<file path="config.mk">
export PLATFORM = sky130hd
export DESIGN_NAME = serial_link_phy_tx
export DESIGN_NICKNAME = d
export VERILOG_FILES = /design/src/rtl/serial_link_phy_tx.sv
export SDC_FILE = /design/constraint.sdc
export NUM_CORES = 1
export LEC_CHECK = 0
export ABC_AREA = 1
export CORE_ASPECT_RATIO = 1.5
export CORE_MARGIN = 2
export CORE_UTILIZATION = 55
export DETAILED_ROUTE_END_ITERATION = 10
export PLACE_DENSITY = 0.82
export SLEW_MARGIN = 40
export SYNTH_ARGS = -nofsm -noshare
export SYNTH_HDL_FRONTEND = slang
export SYNTH_SLANG_ARGS = --single-unit
</file>
<file path="constraint.sdc">
create_clock -name clk_i -period 3.2 [get_ports clk_i]
set_input_delay 0.64 -clock clk_i [delete_from_list [all_inputs] [get_ports clk_i]]
set_output_delay 0.64 -clock clk_i [all_outputs]
set_load 0.01 [all_outputs]
</file>
<file path="src/rtl/serial_link_phy_tx.sv">
// DDR serial-link transmitter: serialises one 2*NumLanes-bit word per
// forwarded-clock period, low half first, with a programmable forwarded clock.
module serial_link_phy_tx #(
   parameter int unsigned NumLanes  = 8,
   parameter int unsigned MaxClkDiv = 1024
) (
   input  logic                          clk_i,
   input  logic                          rst_ni,
   input  logic                          clk_enable_i,
   input  logic [$clog2(MaxClkDiv):0]    clk_div_i,
   input  logic [$clog2(MaxClkDiv):0]    clk_shift_start_i,
   input  logic [$clog2(MaxClkDiv):0]    clk_shift_end_i,
   input  logic [2*NumLanes-1:0]         data_out_i,
   input  logic                          data_out_valid_i,
   output logic                          data_out_ready_o,
   output logic                          ddr_rcv_clk_o,
   output logic [NumLanes-1:0]           ddr_o
);

   localparam int unsigned CW = $clog2(MaxClkDiv) + 1;
   localparam int unsigned DW = 2 * NumLanes;

   typedef enum logic {
      Idle = 1'b0,
      Busy = 1'b1
   } state_e;

   state_e          state_q, state_d;
   logic [DW-1:0]   data_q, data_d;
   logic [CW-1:0]   cnt_q, cnt_d;
   logic [CW-1:0]   div_q, div_d;
   logic [CW-1:0]   start_q, start_d;
   logic [CW-1:0]   end_q, end_d;

   logic            last_c;
   logic            accept_c;
   logic [CW-1:0]   div_m1_c;
   logic [CW-1:0]   half_c;

   assign div_m1_c = div_q - CW'(1);
   assign half_c   = div_q >> 1;
   assign last_c   = (state_q == Busy) && (cnt_q == div_m1_c);

   // Ready is held low during reset; a new word may land on the last count of the current one.
   assign data_out_ready_o = rst_ni & clk_enable_i & ((state_q == Idle) | last_c);
   assign accept_c         = data_out_ready_o & data_out_valid_i;

   // State and word registers; configuration is captured only when a word is accepted.
   always_ff @(posedge clk_i or negedge rst_ni) begin
      if (!rst_ni) begin
         state_q <= Idle;
         data_q  <= '0;
         cnt_q   <= '0;
         div_q   <= '0;
         start_q <= '0;
         end_q   <= '0;
      end else begin
         state_q <= state_d;
         data_q  <= data_d;
         cnt_q   <= cnt_d;
         div_q   <= div_d;
         start_q <= start_d;
         end_q   <= end_d;
      end
   end

   // Next-state: accept loads a fresh word, otherwise count up to div-1 and drop to Idle.
   always_comb begin
      state_d = state_q;
      data_d  = data_q;
      cnt_d   = cnt_q;
      div_d   = div_q;
      start_d = start_q;
      end_d   = end_q;
      if (accept_c) begin
         state_d = Busy;
         data_d  = data_out_i;
         cnt_d   = '0;
         div_d   = clk_div_i;
         start_d = clk_shift_start_i;
         end_d   = clk_shift_end_i;
      end else if (state_q == Busy) begin
         if (last_c) begin
            state_d = Idle;
            cnt_d   = '0;
         end else begin
            cnt_d = cnt_q + CW'(1);
         end
      end
   end

   // Lane data: low half for the first half-period, high half for the second.
   always_comb begin
      ddr_o = '0;
      if (state_q == Busy) begin
         if (cnt_q < half_c) begin
            ddr_o = data_q[NumLanes-1:0];
         end else begin
            ddr_o = data_q[DW-1:NumLanes];
         end
      end
   end

   // Forwarded clock is high over the captured [start, end) window of the count.
   always_comb begin
      ddr_rcv_clk_o = 1'b0;
      if (state_q == Busy) begin
         ddr_rcv_clk_o = (cnt_q >= start_q) && (cnt_q < end_q);
      end
   end

endmodule

</file>
==> metrics <==
number of enable-type register cells in the synthesized netlist 0; Clock Power Share 19.7%; Post-Syn Area 3960 um^2; source of the critical timing path cnt_q[6]; Slew Viols, Final 0; H-tree Lvls 3; share of Yosys cell area claimed by the top area cell type 38.5%; Hold Slack 379 ps; R2R setup slack 430 ps; Worst-Margin Slew 597 ps; chip width 73.3 um; maximum number of pins on one net before global-route repair 63; DRT Pass-1 Iters 9; net count after synthesis 607; Total Neg Setup Slack 0 ps; Hold Buf Count CTS 0; Port Buffer Count 62; remaining antenna violation count after routing 0; min cycle time layout 3160 ps; via-per-instance ratio 5.68; placer congestion estimate 0.901; arrival time of the worst setup path 2520 ps; dominant combinational cell family by area after synthesis simple AND/OR/NAND/NOR gates; CTS tree done; post-detailed-placement half-perimeter wirelength 7050 um; I/O pins 63; multiplexer share of the synthesized area 0%; All-Layer GR Usage 26.5%; proportion of synthesized chip area in sequential cells 38.5%; P&R area growth vs syn 26.0%; post-synthesis simple-gate area fraction 32.1%; power density over the cells 867 nW/um^2; max frequency 317 MHz; vias in the first global route 3762; most common cell after layout, fill and taps aside nand2_1; global-route wire length before repair 16400 um; worst vdd rail ir drop 0.521 mV; number of warning messages in the yosys log 0; maximum buffer depth of the clock tree 2; Max-Cap Viols 0; r2r worst-path depth 15; type of element launching the critical path register; clock buffer count from CTS 9; Seq pwr share 32.3%; Die Outline Area 7910 um^2; storage element area 1540 um^2; FFs w/ async S/R, synth 100%; endpoint of the worst-slack reg-to-reg timing path start_q[4]; total grt overflow 0; final worst path period share 98.7%; dominant synthesized flop cell dfrtp_1; Critical Path RT 2560 ps; Sw Share 41.7%; initial standard-cell utilization of the core 57.1%; type of destination of the critical path primary output; Placeable Area 6940 um^2; Power Internal 0.00252 W; number of vias after detailed routing 3843; layout cell share with drive strength beyond 1 10.2%; average cell area after synthesis 7.59 um^2; result of the run completed; fillcell total 535; Fin. Hold Viols 0; post-synthesis sequential element count 61; largest fanout of any net on the critical path 4; startpoint of the lowest-slack register-to-register path div_q[0]; total net switching power 0.00180 W; Inserted Diodes 0; routed len/inst 14.8 um; worst-skew pair later-pin latency 350 ps; Setup Viol. Count Final 0; clock slew at the register clock pins of the worst setup and hold paths 80 ps; Synth area leaders dfrtp_1 39%, nand2_1 16%, ha_1 10%; root cell of the clock tree clkbuf_8; nets 678; antenna violations before repair 0; final wirelength 10000 um; final total power 0.00432 W; setup repair after global routing missed its margin no; most frequent cells in the layout 169 x nand2_1, 55 x inv_1, 53 x nand4_1; WS Path Type reg2out; num rows 37; Logic pwr share 48.0%; area share of xor/xnor cells in the synthesized design 2.87%; number of distinct standard cells referenced by the synthesized netlist 32; Compound-Gate Fraction of Synth Area 7.33%; vertical die dimension 108 um; multi-input combinational cell area 2100 um^2; dominant cell type by area after synthesis dfrtp_1; total clock sinks 61; cells after synthesis 522; type of the worst min-delay path in2async; relative slew slack 60.2%; total DRC errors in the routed layout 0; clock tree skew after final layout 9.50 ps; synthesized-area fraction occupied by adder cells 10.1%; reported leakage power 2.58 nW; Iter 0 DRT Violations 344
-- per-layer routing --
layer  vias up  part of all wire [%]  global-route usage, %
met4         0                   3.8                   14.3
met1      1799                    40                   31.4
li1       1873                     -                      -
met2       132                    52                   45.1
met3        39                   4.3                   4.38
met5         -                     0                      0
-- synthesized netlist by cell type (5+ instances only) --
cell type	count
inv_1	55
dfrtp_1	61
buf_6	5
nor2_1	23
o21ai_0	21
nand3_1	25
ha_1	32
clkbuf_1	14
buf_4	5
nand2_1	169
xor2_1	10
a21oi_1	22
nand4_1	53
-- logic make-up (layout without fill, tap and decap cells) --
kind of cell	count (synthesis)	count (layout)
AND/OR/NAND/NOR	283	283
buffers and inverters	80	156
flip-flops	61	61
AO/OA/AOI/OAI	53	53
adder cells (fa/ha/maj)	32	32
XOR/XNOR	13	13
-- flip-flops by register name (all words and copies together), names as in the netlist --
signal   flops
data_q      16
div_q       11
cnt_q       11
end_q       11
state_q      1
start_q     11
-- metrics by stage --
step	util (%)	cells	instance area, um^2	worst slack (ps)
global route	71.9	676	4990	9.30
CTS	70.5	669	4900	0.760
finish	71.9	676	4990	41.9
detailed placement	66.4	649	4610	199
floorplan	-	522	3960	720
global placement	66.4	649	4610	312
-- final cells by class --
class	instances	share of cell area, %
Clock buffer	10	2.76
Clock inverter	6	2.21
Inverter	55	4.14
Multi-Input combinational cell	381	42.0
Sequential cell	61	30.9
Tap cell	78	1.96
Timing Repair Buffer	85	16.0
-- how the worst max path moves through the flow --
stage	end	slack, ps	cells past startpoint
floorplan	ddr_o[5]	720	8
global placement	ddr_o[2]	310	9
detailed placement	ddr_o[6]	200	9
CTS	ddr_o[1]	0.8	10
global route	data_out_ready_o	9	13
finish	ddr_rcv_clk_o	40	8
-- critical path, cell delays in order (launching register included) --
cell and delay [ps]:
dfrtp_1 470, ha_1 350, a21oi_1 180, o21ai_0 140, nand2_1 90, o211ai_1 90, nor2_1 120, o211a_1 170
clkdlybuf4s50_1 540
-- what timing repair did --
action	CTS	global route
setup endpoints to repair	9	6
pin swaps	1	0
buffers inserted	4	7
gates resized for setup	13	13
-- power by group through the flow --
| stage | Sequential (W) | Clock (W) | Combinational, W |
|---|---|---|---|
| finish | 0.00140 | 0.000853 | 0.00207 |
| global placement | 0.00140 | 0 | 0.00188 |
| CTS | 0.00140 | 0.000861 | 0.00201 |
| detailed placement | 0.00141 | 0 | 0.00196 |
| floorplan | 0.00131 | 0 | 0.00140 |
| global route | 0.00144 | 0.000891 | 0.00236 |
Note: power is estimated with default switching activity, not from simulation.
